## src/rtl/mem_bus_arbiter.sv

```systemverilog
// Three-requester arbiter (interrupt > data/fetch round-robin) for one shared memory bus.
// Optional BUSY watchdog is built when MEM_BUS_ARBITER_TIMEOUT_EN is defined.
module mem_bus_arbiter #(
  parameter int unsigned TIMEOUT_CYCLES = 255
) (
  input  logic        clk,
  input  logic        rst,

  input  logic        int_req,
  input  logic [31:0] int_addr,
  input  logic [1:0]  int_rw,
  input  logic [1:0]  int_size,
  input  logic [31:0] int_wdata,
  output logic [31:0] int_rdata,
  output logic        int_cplt,

  input  logic        dat_req,
  input  logic [31:0] dat_addr,
  input  logic [1:0]  dat_rw,
  input  logic [1:0]  dat_size,
  input  logic [31:0] dat_wdata,
  output logic [31:0] dat_rdata,
  output logic        dat_cplt,

  input  logic        fet_req,
  input  logic [31:0] fet_addr,
  output logic [31:0] fet_rdata,
  output logic        fet_cplt,

  output logic [31:0] mem_addr,
  output logic [31:0] mem_wdata,
  output logic [1:0]  mem_rw,
  output logic [1:0]  mem_size,
  input  logic [31:0] mem_rdata,
  input  logic        mem_cplt,

  output logic        busy,
  output logic [1:0]  grant,
  output logic        timeout_err
);

  typedef enum logic [1:0] {
    ST_IDLE = 2'd0,
    ST_BUSY = 2'd1,
    ST_RESP = 2'd2
  } state_e;

  typedef enum logic [1:0] {
    OWN_NONE = 2'd0,
    OWN_INT  = 2'd1,
    OWN_DAT  = 2'd2,
    OWN_FET  = 2'd3
  } owner_e;

  localparam logic [1:0] RW_READ  = 2'd2;
  localparam logic [1:0] RW_WRITE = 2'd3;

  if (TIMEOUT_CYCLES == 0 || TIMEOUT_CYCLES > 255) begin : g_bad_timeout
    $error("TIMEOUT_CYCLES must lie in 1..255");
  end

  state_e      state_q, state_d;
  owner_e      grant_q, grant_d;
  logic        last_fet_q, last_fet_d;
  logic [31:0] mem_addr_q, mem_addr_d;
  logic [31:0] mem_wdata_q, mem_wdata_d;
  logic [1:0]  mem_rw_q, mem_rw_d;
  logic [1:0]  mem_size_q, mem_size_d;
  logic [31:0] int_rdata_q, int_rdata_d;
  logic [31:0] dat_rdata_q, dat_rdata_d;
  logic [31:0] fet_rdata_q, fet_rdata_d;
  logic        int_cplt_q, int_cplt_d;
  logic        dat_cplt_q, dat_cplt_d;
  logic        fet_cplt_q, fet_cplt_d;
  logic        busy_q, busy_d;
`ifdef MEM_BUS_ARBITER_TIMEOUT_EN
  logic [7:0]  tmo_cnt_q, tmo_cnt_d;
  logic        timeout_err_q, timeout_err_d;
`endif

  owner_e      win;
  owner_e      own;
  logic [31:0] sel_addr;
  logic [1:0]  sel_rw;
  logic [1:0]  sel_size;
  logic [31:0] sel_wdata;
  logic        finish;
  logic        load_rd;
  logic [31:0] rd_val;

  // NOTE: every combinational output gets a default before any branch so no path leaves it unassigned (no latches).
  always_comb begin
    state_d     = state_q;
    grant_d     = grant_q;
    last_fet_d  = last_fet_q;
    mem_addr_d  = mem_addr_q;
    mem_wdata_d = mem_wdata_q;
    mem_rw_d    = mem_rw_q;
    mem_size_d  = mem_size_q;
    int_rdata_d = int_rdata_q;
    dat_rdata_d = dat_rdata_q;
    fet_rdata_d = fet_rdata_q;
    int_cplt_d  = 1'b0;
    dat_cplt_d  = 1'b0;
    fet_cplt_d  = 1'b0;
`ifdef MEM_BUS_ARBITER_TIMEOUT_EN
    tmo_cnt_d     = tmo_cnt_q;
    timeout_err_d = timeout_err_q;
`endif
    win       = OWN_NONE;
    own       = grant_q;
    sel_addr  = '0;
    sel_rw    = '0;
    sel_size  = '0;
    sel_wdata = '0;
    finish    = 1'b0;
    load_rd   = 1'b0;
    rd_val    = '0;

    // Interrupt always wins; a data/fetch tie goes to whichever did not win last.
    if (int_req)                 win = OWN_INT;
    else if (dat_req && fet_req) win = last_fet_q ? OWN_DAT : OWN_FET;
    else if (dat_req)            win = OWN_DAT;
    else if (fet_req)            win = OWN_FET;

    unique case (win)
      OWN_INT: begin
        sel_addr = int_addr;  sel_rw = int_rw;  sel_size = int_size;  sel_wdata = int_wdata;
      end
      OWN_DAT: begin
        sel_addr = dat_addr;  sel_rw = dat_rw;  sel_size = dat_size;  sel_wdata = dat_wdata;
      end
      OWN_FET: begin
        sel_addr = fet_addr;  sel_rw = RW_READ;  sel_size = 2'd3;  sel_wdata = '0;
      end
      default: ;
    endcase

    unique case (state_q)
      ST_IDLE: begin
        own = win;
        if (win != OWN_NONE) begin
          grant_d = win;
          if (win == OWN_DAT) last_fet_d = 1'b0;
          if (win == OWN_FET) last_fet_d = 1'b1;
          if (sel_rw == RW_READ || sel_rw == RW_WRITE) begin
            state_d     = ST_BUSY;
            mem_addr_d  = sel_addr;
            mem_rw_d    = sel_rw;
            mem_size_d  = sel_size;
            mem_wdata_d = (sel_rw == RW_WRITE) ? sel_wdata : '0;
`ifdef MEM_BUS_ARBITER_TIMEOUT_EN
            tmo_cnt_d   = '0;
`endif
          end else begin
            // Non-access opcodes complete without touching the bus.
            state_d = ST_RESP;
            finish  = 1'b1;
            load_rd = 1'b1;
          end
        end
      end
      ST_BUSY: begin
        if (mem_cplt) begin
          state_d  = ST_RESP;
          mem_rw_d = '0;
          finish   = 1'b1;
          load_rd  = (mem_rw_q == RW_READ);
          rd_val   = mem_rdata;
        end
`ifdef MEM_BUS_ARBITER_TIMEOUT_EN
        else if (tmo_cnt_q == 8'(TIMEOUT_CYCLES - 1)) begin
          state_d       = ST_RESP;
          mem_rw_d      = '0;
          finish        = 1'b1;
          load_rd       = 1'b1;
          timeout_err_d = 1'b1;
        end else begin
          tmo_cnt_d = tmo_cnt_q + 8'd1;
        end
`endif
      end
      ST_RESP: begin
        state_d = ST_IDLE;
        grant_d = OWN_NONE;
      end
      default: state_d = ST_IDLE;
    endcase

    // The completion pulse is raised on the edge entering RESP, so it is visible for the whole RESP cycle.
    if (finish) begin
      unique case (own)
        OWN_INT: int_cplt_d = 1'b1;
        OWN_DAT: dat_cplt_d = 1'b1;
        OWN_FET: fet_cplt_d = 1'b1;
        default: ;
      endcase
    end
    if (load_rd) begin
      unique case (own)
        OWN_INT: int_rdata_d = rd_val;
        OWN_DAT: dat_rdata_d = rd_val;
        OWN_FET: fet_rdata_d = rd_val;
        default: ;
      endcase
    end

    busy_d = (state_d != ST_IDLE);
  end

  // NOTE: sequential state uses non-blocking assignments so every register samples pre-edge values.
  always_ff @(posedge clk) begin
    if (rst) begin
      state_q     <= ST_IDLE;
      grant_q     <= OWN_NONE;
      last_fet_q  <= 1'b1;
      mem_addr_q  <= '0;
      mem_wdata_q <= '0;
      mem_rw_q    <= '0;
      mem_size_q  <= '0;
      int_rdata_q <= '0;
      dat_rdata_q <= '0;
      fet_rdata_q <= '0;
      int_cplt_q  <= 1'b0;
      dat_cplt_q  <= 1'b0;
      fet_cplt_q  <= 1'b0;
      busy_q      <= 1'b0;
`ifdef MEM_BUS_ARBITER_TIMEOUT_EN
      tmo_cnt_q     <= '0;
      timeout_err_q <= 1'b0;
`endif
    end else begin
      state_q     <= state_d;
      grant_q     <= grant_d;
      last_fet_q  <= last_fet_d;
      mem_addr_q  <= mem_addr_d;
      mem_wdata_q <= mem_wdata_d;
      mem_rw_q    <= mem_rw_d;
      mem_size_q  <= mem_size_d;
      int_rdata_q <= int_rdata_d;
      dat_rdata_q <= dat_rdata_d;
      fet_rdata_q <= fet_rdata_d;
      int_cplt_q  <= int_cplt_d;
      dat_cplt_q  <= dat_cplt_d;
      fet_cplt_q  <= fet_cplt_d;
      busy_q      <= busy_d;
`ifdef MEM_BUS_ARBITER_TIMEOUT_EN
      tmo_cnt_q     <= tmo_cnt_d;
      timeout_err_q <= timeout_err_d;
`endif
    end
  end

  assign mem_addr  = mem_addr_q;
  assign mem_wdata = mem_wdata_q;
  assign mem_rw    = mem_rw_q;
  assign mem_size  = mem_size_q;
  assign int_rdata = int_rdata_q;
  assign dat_rdata = dat_rdata_q;
  assign fet_rdata = fet_rdata_q;
  assign int_cplt  = int_cplt_q;
  assign dat_cplt  = dat_cplt_q;
  assign fet_cplt  = fet_cplt_q;
  assign busy      = busy_q;
  assign grant     = grant_q;
`ifdef MEM_BUS_ARBITER_TIMEOUT_EN
  assign timeout_err = timeout_err_q;
`else
  assign timeout_err = 1'b0;
`endif

endmodule

```

## config.mk

```make
export PLATFORM = sky130hd
export DESIGN_NAME = mem_bus_arbiter
export DESIGN_NICKNAME = d
export VERILOG_FILES = /design/src/rtl/mem_bus_arbiter.sv
export SDC_FILE = /design/constraint.sdc
export NUM_CORES = 1
export LEC_CHECK = 0
export CORE_ASPECT_RATIO = 0.5
export CORE_MARGIN = 2
export CORE_UTILIZATION = 35
export DETAILED_ROUTE_END_ITERATION = 10
export PLACE_DENSITY_LB_ADDON = 0.3
export SYNTH_ARGS = -nofsm -noshare
export SYNTH_HDL_FRONTEND = slang
export SYNTH_SLANG_ARGS = --single-unit
```

## constraint.sdc

```tcl
create_clock -name clk -period 2.7 [get_ports clk]
set_input_delay 0.27 -clock clk [delete_from_list [all_inputs] [get_ports clk]]
set_output_delay 0.27 -clock clk [all_outputs]
set_load 0.02 [all_outputs]
```

==> impl_metrics.ini <==
[final_layout]
final_common_cell = clkdlybuf4s50_1
stdcell_count = 1400
ff_latch_area_um2 = 3460
layout-drive-gt1-share_pct = 6.48
num-fill-cells = 1780
nNetsFinal = 1326
n_antenna_cell = 0
multi_input_area_um2 = 3670
final_cell_mix = clkdlybuf4s50_1 (373), dfxtp_1 (173), nand2b_1 (100)
syn_to_final_growth_pct = 64.6

[yosys]
ys.warnings.count = 0
synthXorXnorAreaFrac_pct = 0
synthesis.nets = 974
synth-edff-count = 0
synth.area.mux_share_pct = 12.9
synth.top_cells.by_area = dfxtp_1 (47%), mux2i_1 (13%), nand2b_1 (8.4%)
synth_ff_type = dfxtp_1
ys_ff_latch = 173
synth-simple-area-share_pct = 19.1
ys_async_sr_fraction_pct = 0
synth_top_area_share_pct = 46.6
synthDistinctLibCells = 37
synth_top_family_by_area = simple AND/OR/NAND/NOR gates
synth_area_um2 = 7430
postSynthCellCount = 763
synth_fa_ha_area_share_pct = 0.842
synth_compound_area_share_pct = 15.8
avgSynthCellArea_um2 = 9.74
synth_top_cell_by_area = dfxtp_1
synth_seq_area_share_pct = 46.6

[grt]
overflow = 0
grt.total_usage_pct = 21.1
grt_pass1_wl_um = 37700
grt_pass1_vias = 7243
antenna_found_initial = 0
grt_max_degree = 89

[floorplan]
num_rows = 37
initial_core_util_pct = 35.9
dieArea_um2 = 22500
core-area_um2 = 20700
die_w_um = 210
ios = 377
die_h_um = 107

[drt]
firstDrtPassIters = 7
via_per_inst = 5.07
vias = 7101
wirelength_um = 24200
drc = 0
drtAntennaViolNets = 0
drt-wirelength-per-cell_um = 17.3
dr.first_iter.drc_count = 510

[setup_path]
path_class = input pin to register
r2r_slack_ps = 270
arrival_ps = 2790
end_kind = register
cp_max_fo = 33
worstReg2RegStart = last_fet_q
worstRegToRegCells = 10
path_cells = clkdlybuf4s50_1, a21boi_0, or2_2, inv_1, ha_1, or3_1, a211oi_4, buf_4, buf_12, nor2_1, a211oi_1
cp-start-kind = input pin
r2r-end = mem_addr[17]
worst_path_max_delay_cell = clkdlybuf4s50_1
critical-path-max-stage-delay_ps = 500
worstPathRequired_ps = 3020

[place]
port_buffers = 375
dp.cells = 1369
gp_congestion = 0.877
hpwlAfterDp_um = 17900

[clock_tree]
clockBufferDepth = 2
postCtsSetupBuffers = 0
hold_buffers = 0
cts.htree.levels = 4
path_clk_slew_ps = 70
clkLatencyLatePin_ps = 420
cts.repair.resized = 0
ctsRootBufferMaster = clkbuf_16
numCtsBuffers = 17
cts_sinks = 173
cts_tree = yes

[sta]
hold_violations = 0
clock-skew-final_ps = 12.5
min_period_ps = 2470
fmax_mhz = 405
finalCritPeriodShare_pct = 91.5
rsz0062_at_grt = false
holdWs_ps = 310
max-slew-margin-rel_pct = 59.7
slew_viol_final = 0
tightest_slew_ps = 599
setup_viol = 0

[flow_run]
maxCapViolations = 0

[power]
peakVddDrop_v = 0.000348
p_per_area_nw_per_um2 = 544
p_leak_nw = 4.87

[status]
status = finished clean

[hold_path]
worstHoldPathCells = 2
min_path_type = input pin to register
hp-start = rst
holdPathEnd = grant[1]
==> report_power, final <==
part           total, W  switching [W]  leakage [nW]  internal (W)
Clock           0.00257        0.00107         0.304       0.00150
Sequential      0.00271      0.0000612          1.40       0.00265
Combinational   0.00137       0.000633          3.16      0.000739
==> final cells by class <==
cell class	count	area share, %
Multi-Input combinational cell	511	30.0
Inverter	5	0.153
Sequential cell	173	28.3
Clock buffer	18	3.59
Tap cell	273	2.79
Clock inverter	13	1.44
Timing Repair Buffer	407	33.7
==> synth_stat cells, types with 2 or more instances <==
master and instances:
mux2i_1 96, a222oi_1 32, o21ai_0 2, dfxtp_1 173, a22o_1 32, a22oi_1 3, buf_2 14, a211oi_1 35
nand2b_1 100, or2_2 2, buf_4 4, a21oi_1 36, nand3_1 32, buf_6 2, o22ai_2 2, nand2_1 34
a221oi_1 2, nor3_1 3, and3b_1 2, clkbuf_1 54, inv_1 5, ha_1 5, nand3b_1 34, nor2b_1 2
nor2_1 45
==> cell families (layout without fill, tap and decap cells) <==
kind of cell               after synthesis  after routing
muxes                                   96             96
AOI/OAI and AO/OA                      151            151
and+or+nand+nor                        258            258
DFF                                    173            173
other                                    1              1
buffers and inverters                   79            443
adders and majority gates                5              5
==> how the worst max path moves through the flow <==
| stage | from | to | slack (ps) |
|---|---|---|---|
| 2_1_floorplan | int_req | fet_rdata[10] | 280 |
| 3_3_place_gp | fet_req | mem_addr[17] | -50 |
| 3_5_place_dp | fet_req | mem_addr[13] | -170 |
| 4_1_cts | fet_req | mem_addr[13] | 250 |
| 5_1_grt | fet_req | mem_addr[11] | 30 |
| 6_report | fet_req | mem_addr[17] | 230 |
==> worst max-delay path: cells and delay by family <==
family	cells	cell delay (ps)
buffers and inverters	4	970
AO/OA/AOI/OAI	3	730
AND/OR/NAND/NOR	3	590
adder cells (fa/ha/maj)	1	220
==> per-stage QoR <==
stage	setup slack [ps]	power [W]	utilization [%]	instance area, um2	TNS (ps)
after floorplan	284	0.00341	-	7430	0
after global placement	-45.4	0.00412	56.1	11600	-757
after detailed placement	-174	0.00414	56.1	11600	-5970
after CTS	245	0.00672	59.1	12200	0
after global routing	27.1	0.00694	59.1	12200	0
final	230	0.00665	59.1	12200	0
==> metal layers <==
metal / vias up / global-route usage, % / part of all wire, %
met5: - / 0 / 0
li1: 3459 / - / -
met2: 206 / 37.8 / 51
met1: 3396 / 24.1 / 40
met3: 40 / 5.54 / 5.4
met4: 0 / 8.61 / 2.8
==> flip-flops by register name (all words and copies together) (netlist names), 32 cells and up <==
| signal | flops |
|---|---|
| dat_rdata | 32 |
| mem_addr | 32 |
| mem_wdata | 32 |
| int_rdata | 32 |
| fet_rdata | 32 |
(Power assumes the default switching activity.)
